## config.mk

```make
export PLATFORM = sky130hd
export DESIGN_NAME = imem_loader
export DESIGN_NICKNAME = d
export VERILOG_FILES = /design/src/rtl/imem_loader.sv
export SDC_FILE = /design/constraint.sdc
export NUM_CORES = 1
export LEC_CHECK = 0
export CAP_MARGIN = 30
export CORE_MARGIN = 1.5
export CORE_UTILIZATION = 56
export DETAILED_ROUTE_END_ITERATION = 6
export PLACE_DENSITY = 0.95
export SLEW_MARGIN = 20
export SYNTH_ARGS = -nofsm -noshare
export SYNTH_HDL_FRONTEND = slang
export SYNTH_SLANG_ARGS = --single-unit
```

## constraint.sdc

```tcl
create_clock -name clk -period 6.89 [get_ports clk]
set_input_delay 0.689 -clock clk [delete_from_list [all_inputs] [get_ports clk]]
set_output_delay 0.689 -clock clk [all_outputs]
set_load 0.03 [all_outputs]
```

## src/rtl/imem_loader.sv

```systemverilog
// Instruction-memory loader: takes a length-prefixed byte stream and
// writes it as little-endian 32-bit words, holding the CPU until done.
module imem_loader #(
    parameter int ADDR_W = 8
) (
    input  logic              clk,
    input  logic              reset,
    input  logic              start,
    input  logic              byte_valid,
    input  logic [7:0]        byte_data,
    output logic              byte_ready,
    output logic              imem_we,
    output logic [ADDR_W-1:0] imem_addr,
    output logic [31:0]       imem_wdata,
    output logic              cpu_hold,
    output logic              done,
    output logic              error,
    output logic [ADDR_W:0]   words_loaded
);

    localparam logic [31:0] DEPTH = 32'(1) << ADDR_W;

    typedef enum logic [2:0] {
        S_IDLE,
        S_LEN_LO,
        S_LEN_HI,
        S_DATA,
        S_WRITE,
        S_DONE,
        S_ERR
    } state_t;

    state_t            r_state;
    state_t            w_next;
    logic [15:0]       r_len;
    logic [1:0]        r_lane;
    logic [ADDR_W-1:0] r_addr;
    logic [31:0]       r_wdata;
    logic [ADDR_W:0]   r_count;

    logic              w_xfer;
    logic              w_start_ok;
    logic [15:0]       w_len_full;
    logic              w_len_bad;
    logic [ADDR_W:0]   w_count_inc;
    logic              w_last;

    assign w_xfer      = byte_valid & byte_ready;
    assign w_start_ok  = start & ((r_state == S_IDLE) |
                                  (r_state == S_DONE) |
                                  (r_state == S_ERR));
    assign w_len_full  = {byte_data, r_len[7:0]};
    assign w_len_bad   = (w_len_full == 16'd0) |
                         ({16'd0, w_len_full} > DEPTH);
    assign w_count_inc = r_count + (ADDR_W+1)'(1);
    assign w_last      = (32'(w_count_inc) == {16'd0, r_len});

    assign imem_addr    = r_addr;
    assign imem_wdata   = r_wdata;
    assign words_loaded = r_count;

    // Per-state output decode; everything is a function of the state register
    always_comb begin
        byte_ready = 1'b0;
        imem_we    = 1'b0;
        cpu_hold   = 1'b1;
        done       = 1'b0;
        error      = 1'b0;
        unique case (r_state)
            S_LEN_LO: byte_ready = 1'b1;
            S_LEN_HI: byte_ready = 1'b1;
            S_DATA:   byte_ready = 1'b1;
            S_WRITE:  imem_we    = 1'b1;
            S_DONE: begin
                done     = 1'b1;
                cpu_hold = 1'b0;
            end
            S_ERR:    error      = 1'b1;
            default: ;
        endcase
    end

    // Next-state selection
    always_comb begin
        w_next = r_state;
        unique case (r_state)
            S_IDLE, S_DONE, S_ERR: begin
                if (start) w_next = S_LEN_LO;
            end
            S_LEN_LO: begin
                if (w_xfer) w_next = S_LEN_HI;
            end
            S_LEN_HI: begin
                if (w_xfer) w_next = w_len_bad ? S_ERR : S_DATA;
            end
            S_DATA: begin
                if (w_xfer && r_lane == 2'd3) w_next = S_WRITE;
            end
            S_WRITE: begin
                w_next = w_last ? S_DONE : S_DATA;
            end
            default: w_next = S_IDLE;
        endcase
    end

    // State register and datapath: length capture, byte lanes, address, count
    always_ff @(posedge clk) begin
        if (reset) begin
            r_state <= S_IDLE;
            r_len   <= 16'd0;
            r_lane  <= 2'd0;
            r_addr  <= '0;
            r_wdata <= 32'd0;
            r_count <= '0;
        end else begin
            r_state <= w_next;
            if (w_start_ok) begin
                r_count <= '0;
                r_len   <= 16'd0;
            end
            case (r_state)
                S_LEN_LO: begin
                    if (w_xfer) r_len[7:0] <= byte_data;
                end
                S_LEN_HI: begin
                    if (w_xfer) begin
                        r_len[15:8] <= byte_data;
                        r_addr      <= '0;
                        r_lane      <= 2'd0;
                    end
                end
                S_DATA: begin
                    if (w_xfer) begin
                        r_wdata[8*r_lane +: 8] <= byte_data;
                        r_lane                 <= r_lane + 2'd1;
                    end
                end
                S_WRITE: begin
                    r_count <= w_count_inc;
                    r_lane  <= 2'd0;
                    if (!w_last) r_addr <= r_addr + ADDR_W'(1);
                end
                default: ;
            endcase
        end
    end

endmodule

```

### Word-level counts from Yosys, hierarchy flattened

Cells that the tools add are included.

* output and inout bits: 54
* bits in registers: 70
* input port bits: 12
* logic and storage cells: 70

* add/sub/neg operators: 4
* order comparisons: 1
* mux-type cells: 26
* eq/ne operators: 14
* shifts and indexed selects: 2
* reductions and logical operators: 12
* bitwise operators: 5

Operator list (count)
* $mux 8: 6
* $neg 5->34: 1
* $shift 8x34->32 const A: 1
* $shiftx 8x34->32: 1
* $bwmux 32: 1
* $mux 3: 6
* $mux 9: 2
* $eq 9x16->1: 1
* $gt 16x9->1 const B: 1
* $logic_not 16->1: 1
* $mux 16: 1
* $pmux 8 s2: 1
* $pmux 3 s5: 1
* $ne 2x2->1 const B: 6
* $add 9x1->9 const B: 1
* $eq 3x3->1 const B: 3
* $add 8x1->8 const B: 1
* $eq 3x2->1 const B: 2
* $pmux 2 s3: 1
* $reduce_and 3->1: 2
* $reduce_or 3->1: 2
* $mux 1: 5
* $mux 2: 2
* $reduce_and 4->1: 1
* 10 further kinds: 14

### Depth between registers and ports, before layout

Gate-level depths: netlist (run 1).

* word-level depth: 7
* gate-level depth with buffers: 9
* depth with buffers taken out: 7

### Worst setup path after synthesis (run 1)

Ideal clock, no wire load.

* path type: register -> register
* start: register r_count[0], in the netlist words_loaded[0]
* end: register r_addr[0], in the netlist imem_addr[0]
* cell stages (with the launch flop): 9
* path buffers: 1
* library setup time: 0.079 ns
* required time: 6.811 ns
* slack: 4.344 ns
* clock period less this slack: 2.546 ns
* data arrival time: 2.467 ns
* cells stage by stage: dfxtp_1 > ha_1 > and3_1 > and4_1 > nor2_1 > or4_1 > buf_2 > or2_4 > o211ai_1

* word-level cells in the longest chain between the ends: 4

Ends and longest elaborated chain
* start: declaration: RTL line 39 `logic [ADDR_W:0] r_count;`
* start signal: assignment: RTL line 139 `r_count <= w_count_inc;`
* $add 9x1->9: RTL line 55 `assign w_count_inc = r_count + (ADDR_W+1)'(1);`
* $eq 9x16->1: RTL line 56 `assign w_last = (32'(w_count_inc) == {16'd0, r_len});`
* $ne 2x2->1 (no line)
* $reduce_and 3->1 (no line)
* end signal: assignment: RTL line 141 `if (!w_last) r_addr <= r_addr + ADDR_W'(1);`
* end: declaration: RTL line 37 `logic [ADDR_W-1:0] r_addr;`

No other way between the ends.
A chain may end at the register's enable or synchronous reset.

### Worst setup path after layout (run 1)

* start: register r_state[0]
* end: output port imem_we

* word-level cells in the longest chain between the ends: 2

Ends and longest elaborated chain
* start: declaration: RTL line 33 `state_t r_state;`
* start signal: assignment: RTL line 116 `r_state <= w_next;`
* $eq 3x3->1: RTL line 69 `unique case (r_state)`
* $mux 1: RTL line 69
* end: declaration: RTL line 12 `output logic imem_we,`

No other way between the ends.

==> results.ini, run 1 <==
[power]
ir_worst_vdd_v=0.000163
swShare_pct=35.0
seq_power_share_pct=40.9
p_clk_share_pct=31.9
p_int_mw=0.740
p_leak_nw=1.51
power_density_nw_per_um2=259
switchingPower_mw=0.398
p_comb_share_pct=27.2

[layout]
drive_gt1_share_pct=4.31
instances_no_fill=586
ff_latch_area_um2=1400
diodes=0
final_cell_mix=dfxtp_1, clkdlybuf4s50_1, nand2_1
final_common_cell=dfxtp_1
final_cell_area_um2=4400
layout.nets=526
multiInputGateArea_um2=1980
n_fill_cell=467
area_growth_syn_to_layout_pct=24.9
utilization_pct=73.4

[detailed_routing]
via_per_inst=6.21
antenna_left=0
wl_per_cell_um=16.5
wirelength_um=9690
vias=3640
drc=0
drt_iter0_drc=282
firstDrtPassIters=5

[placed_design]
placedCellCount=570
place.detailed.hpwl_um=6560
port_buffers=65
gp_congestion=0.896
dpl_worst_slack_ps=3770
placed_area_um2=4180

[global_routing]
antenna_found_initial=0
use_met2_pct=49.6
grt_pass1_wl_um=15500
use_met1_pct=36.4
grt_pass1_vias=3327
overflow=0
grt_use_total_pct=29.7
busiest_layer=met2
grt_max_degree=46
gr-usage-met3_pct=7.91

[yosys]
netlist.area_leader.share_pct=39.8
ys_seq_area_share_pct=39.8
yosys_register_bits=70
synthesis.instances=453
async_reset_ff_share_pct=0
synth_nets=472
netlist-cell-type-count=55
syn_area_um2=3520
syn_avg_cell_area_um2=7.78
synth_top_flop_cell=dfxtp_1
ys_warn_count=0
synth_area_leaders=dfxtp_1, a21oi_1, nand2_1
synth-edff-count=0
synth_area_leader_cell=dfxtp_1

[clock_network]
clock_latency_ps=350
cts.htree.levels=3
clock_path_buffers=2
post_cts_buffers=0
cts.sinks=70
cts_tree=yes
clock-root-buffer=clkbuf_8
cts_resized=0
clkSlewWorstSetupHoldPaths_ps=80
numCtsBuffers=9
cts_hold_buf=0

[floorplan]
die_w_um=82.3
start_util_pct=58.8
core-area_um2=5990
die_y_um=82.3
fp-row-count=28
ios=66
die_area_um2=6770

[min_path]
hold_path.class=register to register

[sta]
tightestPinTransition_ps=856
fmax_mhz=280
final.setup.worst_slack_ps=3320
finalClockSkew_ps=9.99
finalSetupTns_ps=0
period_needed_ps=3570
slew_headroom_pct=42.8
fin_crit_sh_pct=51.9
rsz0062_at_grt=false
slew_violations=0
finalHoldViolCount=0
setup-violations-final=0

[critical_path]
cp.arrival_ps=2880
cp_max_fo=19
critical_path_class=register to primary output
cp-end-kind=primary output
cp-start-kind=register
cp.required_ps=6200

[run]
cap_violations=0

[outcome]
status=finished clean

-- power groups by stage --
stage	combinational (mW)	clock [mW]	sequential, mW
after floorplan	0.232	0	0.455
after global placement	0.291	0	0.469
after detailed placement	0.301	0	0.472
after CTS	0.303	0.363	0.463
after global routing	0.339	0.381	0.469
final	0.310	0.363	0.465
-- flip-flops by register name (all words and copies together), names as in the netlist --
register,count
imem_wdata,32
r_len,16
words_loaded,9
r_state,3
imem_addr,8
r_lane,2
-- synthesized netlist by cell type, drive strengths merged (3+ instances only) --
master   instances
o2111ai          4
a31oi            4
nor3b            4
nor2            48
nand3b           5
nand2           56
xor2             6
a22oi           18
ha               7
a21oi           49
o211ai           5
dfxtp           70
a21o             3
o21ai           17
nor3            12
buf              5
nand3           41
inv              9
or4              3
nor2b            4
xnor2            8
and2             7
nor4             3
and3             7
or3              4
and4             3
nand2b           6
clkbuf          19
-- critical path, stage by stage (launching register included) --
cell             delay (ps)
dfxtp_1                 700
nor2_1                  160
nand2_1                 400
clkinv_1                540
clkdlybuf4s50_1         740
-- metal layers --
metal	up-vias	routed length, um
met1	1730	4190
li1	1731	-
met2	159	4570
met4	0	216
met5	-	0
met3	20	715
-- final cells by class --
type                       count  share of cell area (%)
clock buffer                   9                    2.82
clock inverter                 6                    1.96
inverter                      10                   0.853
multi-input combinational    349                    45.1
sequential                    70                    31.9
tap                           75                    2.13
timing repair buffer          67                    15.2
-- final timing paths --
| kind | end | depth (start not counted) | slack [ps] | from |
|---|---|---|---|---|
| min reg2reg | imem_wdata[19] | 2 | 460 | imem_wdata[19] |
| min | imem_wdata[19] | 2 | 460 | imem_wdata[19] |
| max | imem_we | 4 | 3320 | r_state[0] |
| max reg2reg | imem_addr[5] | 7 | 4120 | words_loaded[0] |
-- stage by stage --
stage | hold slack (ps) | total power [mW]
6_report | 457 | 1.14
3_5_place_dp | 448 | 0.773
5_1_grt | 479 | 1.19
3_3_place_gp | 441 | 0.760
4_1_cts | 459 | 1.13
2_1_floorplan | 457 | 0.687
-- cell families after synthesis --
logic type | Yosys count | share of synthesized area, %
adder cells (fa/ha/maj) | 7 | 2.49
flip-flops | 70 | 39.8
AND/OR/NAND/NOR | 207 | 28.6
AO/OA/AOI/OAI | 120 | 21.5
buffers and inverters | 34 | 3.87
XOR/XNOR | 14 | 3.48
multiplexers | 1 | 0.284
Power figures use the tool's default switching activity.
==> inputs of run 2 (changes only) <==
- CORE_UTILIZATION: 56 -> 47
- PLACE_DENSITY: 0.95 -> 0.87
- clock period: 6.89 -> 3.1 ns (I/O delays scaled with it)
==> run 2 against run 1 <==
Global-route usage fell by 4.7 points; utilization fell by 13 points; final area up 0.31%; critical path depth up 3; sequential share of layout area shrank 0.099 points; setup slack got worse by 2900 ps.
==> results.ini, run 2 (synthesis gave the netlist of run 1 again) <==
[outcome]
status=finished clean  ; unchanged

[placed_design]
placedCellCount=597  ; was 570
gp_congestion=0.885  ; was 0.896
place.detailed.hpwl_um=6610  ; was 6560 um
placed_area_um2=4220  ; was 4180 um^2
dpl_worst_slack_ps=491  ; was 3770 ps
port_buffers=65  ; unchanged

[sta]
rsz0062_at_grt=false  ; unchanged
fmax_mhz=376
finalClockSkew_ps=9.66  ; was 9.99 ps
slew_violations=0  ; unchanged
finalHoldViolCount=0  ; unchanged
tightestPinTransition_ps=893  ; was 856 ps
holdWs_ps=453  ; was 457 ps
finalSetupTns_ps=0  ; unchanged
slew_headroom_pct=40.0  ; was 42.8%
fin_crit_sh_pct=85.7
setup-violations-final=0  ; unchanged
period_needed_ps=2660
final.setup.worst_slack_ps=443  ; was 3320 ps

[critical_path]
slowest_delay_ps=690  ; was 740 ps
cp-start-kind=register  ; unchanged
crit_chain=ha_1 > and3_1 > and4_1 > nor2_1 > or4_1 > or2_4 > o211ai_1  ; was nor2_1 > nand2_1 > clkinv_1 > clkdlybuf4s50_1
cp-end-kind=register  ; was primary output
cp.arrival_ps=2920  ; was 2880 ps
critical_path_class=register to register  ; was register to primary output
critPathSlowestCell=or4_1  ; was clkdlybuf4s50_1
cp_max_fo=8  ; was 19
cp.required_ps=3370  ; was 6200 ps

[global_routing]
antenna_found_initial=0  ; unchanged
grt_use_total_pct=25.0  ; was 29.7%
overflow=0  ; unchanged
grt_pass1_vias=3365  ; was 3327
grt_max_degree=37  ; was 46
grt_pass1_wl_um=15500  ; about the same

[detailed_routing]
vias=3609  ; was 3640
firstDrtPassIters=5  ; unchanged
wirelength_um=9530  ; was 9690 um
via_per_inst=5.89  ; was 6.21
antenna_left=0  ; unchanged
drc=0  ; unchanged
wl_per_cell_um=15.5  ; was 16.5 um
drt_iter0_drc=322  ; was 282

[clock_network]
post_cts_buffers=0  ; unchanged
cts.htree.levels=3  ; unchanged
cts_hold_buf=0  ; unchanged
clkSlewWorstSetupHoldPaths_ps=80  ; about the same
cts_resized=0  ; unchanged
clock_path_buffers=2  ; unchanged
cts_tree=yes  ; unchanged
numCtsBuffers=9  ; unchanged
clock_latency_ps=350  ; about the same
clock-root-buffer=clkbuf_8  ; unchanged
cts.sinks=70  ; unchanged

[min_path]
hold_path.class=register to register  ; unchanged

[layout]
area_growth_syn_to_layout_pct=25.3  ; was 24.9%
final_common_cell=dfxtp_1  ; unchanged
layout.nets=528  ; was 526
final_cell_area_um2=4410  ; was 4400 um^2
final_cell_mix=dfxtp_1, clkdlybuf4s50_1, nand2_1  ; unchanged
drive_gt1_share_pct=4.67  ; was 4.31%
utilization_pct=60.8  ; was 73.4%
instances_no_fill=613  ; was 586
largest_reg_flops=32  ; unchanged
diodes=0  ; unchanged

[power]
power.total_mw=2.45  ; was 1.14 mW
p_leak_nw=1.51  ; about the same
power_density_nw_per_um2=556  ; was 259 nW/um^2
ir_worst_vdd_v=0.000316  ; was 0.000163 V

[floorplan]
start_util_pct=48.6  ; was 58.8%
core-area_um2=7250  ; was 5990 um^2
die_area_um2=8020  ; was 6770 um^2
ios=66  ; unchanged
fp-row-count=31  ; was 28
die_y_um=89.6  ; was 82.3 um
die_w_um=89.6  ; was 82.3 um

[run]
cap_violations=0  ; unchanged

==> run 2: cell types whose count changed in the layout (fill, tap and decap cells not counted) <==
cell and delta:
buf_12 -1, buf_2 -1, buf_4 +4, bufinv_16 -1, clkbuf_1 +1, clkinv_2 +1
==> run 2: path summary, 6_finish.rpt <==
| kind | slack (ps) | start | to | depth (start not counted) |
|---|---|---|---|---|
| max | 440 | words_loaded[0] | imem_addr[5] | 7 |
| min | 450 | imem_wdata[31] | imem_wdata[31] | 2 |
| max reg2reg | 440 | words_loaded[0] | imem_addr[5] | 7 |
| min reg2reg | 450 | imem_wdata[31] | imem_wdata[31] | 2 |
==> run 2: routing by layer <==
metal,GRT usage (%),vias to the layer above,wire (um),share of wire (%)
met5,0,-,0,0
li1,-,1733,-,-
met4,14.0,0,320,3.4
met2,39.6,176,4460,47
met3,5.17,34,747,7.8
met1,31.7,1666,4000,42
==> run 2: final cells by class <==
| cell class | count | area (um^2) |
|---|---|---|
| Clock inverter | 6 | 61.3 |
| Fill cell | 642 | 2840 |
| Sequential cell | 70 | 1400 |
| Multi-Input combinational cell | 349 | 1980 |
| Inverter | 10 | 37.5 |
| Clock buffer | 10 | 128 |
| Tap cell | 99 | 124 |
| Timing Repair Buffer | 69 | 676 |
==> run 2: power by group <==
part | internal [mW] | switching (mW)
combinational | 0.258 | 0.434
sequential | 0.943 | 0.0893
clock | 0.371 | 0.357
==> run 2: worst max-delay path: cells and delay by family (launching register included) <==
kind	cells	cell delay [ps]
adders and majority gates	1	330
AOI/OAI and AO/OA	1	180
DFF	1	470
and+or+nand+nor	5	1600
==> inputs of run 3 (changes only) <==
- ABC_AREA: not set -> 1
- CORE_UTILIZATION: 47 -> 52
- PLACE_DENSITY: 0.87 -> 0.91
- clock period: 3.1 -> 2.58 ns (I/O delays scaled with it)
==> run 3 against run 2 <==
Clock skew is 3.3 ps higher; total power increased by 42%; utilization is 8.0 points higher; hold slack improved by 12 ps; setup slack lost 150 ps.
==> results.ini, run 3 <==
[yosys]
synth_top_family_by_area=simple AND/OR/NAND/NOR gates  ; unchanged
netlist-cell-type-count=30  ; was 55
synth_top_flop_cell=dfxtp_1  ; unchanged
syn_area_um2=3470  ; was 3520 um^2
synthesis.instances=511  ; was 453
synth_xor_area_share_pct=0.252  ; was 3.48%
ys_seq_area_share_pct=40.4  ; was 39.8%
synth-simple-area-share_pct=32.5  ; was 28.6%
synth_fa_ha_area_share_pct=2.52  ; was 2.49%
yosys_register_bits=70  ; unchanged
ys_warn_count=0  ; unchanged
synth_area_leader_cell=dfxtp_1  ; unchanged
synth_nets=530  ; was 472
synth_most_common_cell=nand2_1  ; was dfxtp_1
synth-edff-count=0  ; unchanged
synth_compound_area_share_pct=15.6  ; was 21.5%
synth_mux_area_share_pct=0  ; was 0.284%
syn_avg_cell_area_um2=6.79  ; was 7.78 um^2
netlist.area_leader.share_pct=40.4  ; was 39.8%
async_reset_ff_share_pct=0  ; unchanged
synth_area_leaders=dfxtp_1, nand2_1, a21oi_1  ; was dfxtp_1, a21oi_1, nand2_1
synth_common_cells=nand2_1, dfxtp_1, a21oi_1  ; was dfxtp_1, nand2_1, a21oi_1

[detailed_routing]
drc=0  ; unchanged
antenna_left=0  ; unchanged
wirelength_um=9280  ; was 9530 um
vias=3756  ; was 3609
drt_iter0_drc=180  ; was 322
wl_per_cell_um=14.1  ; was 15.5 um
firstDrtPassIters=4  ; was 5
via_per_inst=5.71  ; was 5.89

[sta]
period_needed_ps=2280  ; was 2660 ps
rsz0062_at_grt=false  ; unchanged
fmax_mhz=438  ; was 376 MHz
setup-violations-final=0  ; unchanged
slew_violations=0  ; unchanged
finalSetupTns_ps=0  ; unchanged
slew_headroom_pct=63.3  ; was 40.0%
holdWs_ps=465  ; was 453 ps
tightestPinTransition_ps=548  ; was 893 ps
fin_crit_sh_pct=88.5  ; was 85.7%
finalHoldViolCount=0  ; unchanged
finalClockSkew_ps=12.9  ; was 9.66 ps

[placed_design]
place.detailed.hpwl_um=6550  ; was 6610 um
port_buffers=65  ; unchanged
gp_congestion=0.893  ; was 0.885

[floorplan]
die_area_um2=7170  ; was 8020 um^2
core-area_um2=6390  ; was 7250 um^2
start_util_pct=54.3  ; was 48.6%
die_w_um=84.7  ; was 89.6 um
die_y_um=84.7  ; was 89.6 um
fp-row-count=29  ; was 31
ios=66  ; unchanged

[clock_network]
post_cts_buffers=0  ; unchanged
numCtsBuffers=9  ; unchanged
clock-root-buffer=clkbuf_8  ; unchanged
cts.htree.levels=3  ; unchanged
clock_path_buffers=2  ; unchanged
cts.sinks=70  ; unchanged
cts_hold_buf=0  ; unchanged
clkSlewWorstSetupHoldPaths_ps=80  ; about the same
clock_latency_ps=360  ; was 350 ps
cts_tree=yes  ; unchanged
cts_resized=0  ; unchanged

[critical_path]
critPathSlowestCell=dfxtp_1  ; was or4_1
cp-start-kind=register  ; unchanged
slowest_delay_ps=440  ; was 690 ps
crit_chain=ha_1 > nand3_2 > nor2_2 > nand2_1 > nand2_1 > nand2_1 > nand2_1 > nand2_1 > nor2_2 > nand3_2 > nand2_2 > inv_1 > nor2_1 > nor2_1  ; was ha_1 > and3_1 > and4_1 > nor2_1 > or4_1 > or2_4 > o211ai_1
path_delay_family=simple AND/OR/NAND/NOR gates  ; unchanged
cp-end-kind=register  ; unchanged
crit_top_cell=nand2_1
cp.required_ps=2820  ; was 3370 ps
cp_max_fo=11  ; was 8
critical_path_class=register to register  ; unchanged
cp.arrival_ps=2520  ; was 2920 ps
path_buf_inv=1  ; was 0

[run]
cap_violations=0  ; unchanged

[global_routing]
overflow=0  ; unchanged
grt_max_degree=31  ; was 37
grt_use_total_pct=26.4  ; was 25.0%
grt_pass1_vias=3458  ; was 3365
grt_pass1_wl_um=15400  ; was 15500 um
antenna_found_initial=0  ; unchanged

[layout]
layout.nets=596  ; was 528
n_fill_cell=516  ; was 642
final_common_cell=nand2_1  ; was dfxtp_1
final_cell_mix=nand2_1, dfxtp_1, a21oi_1  ; was dfxtp_1, clkdlybuf4s50_1, nand2_1
diodes=0  ; unchanged
area_growth_syn_to_layout_pct=26.6  ; was 25.3%
largest_reg_flops=32  ; unchanged
drive_gt1_share_pct=6.20  ; was 4.67%

[power]
p_leak_nw=1.64  ; was 1.51 nW
power_density_nw_per_um2=790  ; was 556 nW/um^2
ir_worst_vdd_v=0.000517  ; was 0.000316 V

[min_path]
hold_path.class=register to register  ; unchanged

[outcome]
status=finished clean  ; unchanged

## run 3: cell types whose count changed after synthesis, moves of 7 or more
cell,before,now
nor3_1,12,4
nand2_1,56,121
xnor2_1,8,1
nand4_1,1,25
a22oi_1,18,0
inv_1,9,56
a21oi_1,49,67
## run 3: path summary, 6_finish.rpt
check | startpoint | endpoint | slack [ps] | cells past startpoint
max | words_loaded[0] | imem_addr[2] | 300 | 14
min | imem_wdata[7] | imem_wdata[7] | 470 | 2
max reg2reg | words_loaded[0] | imem_addr[2] | 300 | 14
min reg2reg | imem_wdata[7] | imem_wdata[7] | 470 | 2
## run 3: cell type report
type                    instances  area (um^2)  share of cell area, %
clock buffers                  10          138                   3.13
well taps                      77         96.3                   2.19
clock inverters                 5         60.1                   1.37
flip-flops and latches         70         1400                   31.9
inverters                      59          221                   5.04
multi-input cells             364         1770                   40.2
repair buffers                 73          711                   16.2
## run 3: where the power goes
group / total, mW / switching, mW / internal, mW
Combinational: 1.26 / 0.846 / 0.415
Sequential: 1.32 / 0.119 / 1.20
Clock: 0.889 / 0.420 / 0.469
## run 3: logic make-up after synthesis
group	count (synthesis)
fa+ha+maj	7
simple gates	253
compound gates	103
xor+xnor	1
flops	70
buf+inv	77
## run 3: stage by stage
stage                     setup slack (ps)  area (um^2)  utilization (%)  instances  power (mW)
after floorplan                        477         3470                -        511        2.21
after global placement                 536         4200             65.7        643        2.54
after detailed placement               349         4200             65.7        643        2.58
after CTS                              317         4390             68.8        658        3.47
after global routing                  31.4         4390             68.8        658        3.68
final                                  298         4390             68.8        658        3.47
## run 3: per-layer routing
| layer | share of wire (%) | wire, um | global-route usage (%) |
|---|---|---|---|
| met1 | 39 | 3590 | 31.6 |
| met2 | 48 | 4470 | 43.6 |
| met3 | 10 | 941 | 7.67 |
| met4 | 3.0 | 282 | 12.8 |
| met5 | 0 | 0 | 0 |
## run 3: worst reg2reg max path: stages, from the launching register on
cell     delay [ps]
dfxtp_1         440
ha_1            280
nand3_2         130
nor2_2          160
nand2_1          80
nand2_1          80
nand2_1          70
nand2_1          60
nand2_1          50
nor2_2          150
nand3_2         130
nand2_2         220
inv_1           140
nor2_1          110
nor2_1           60
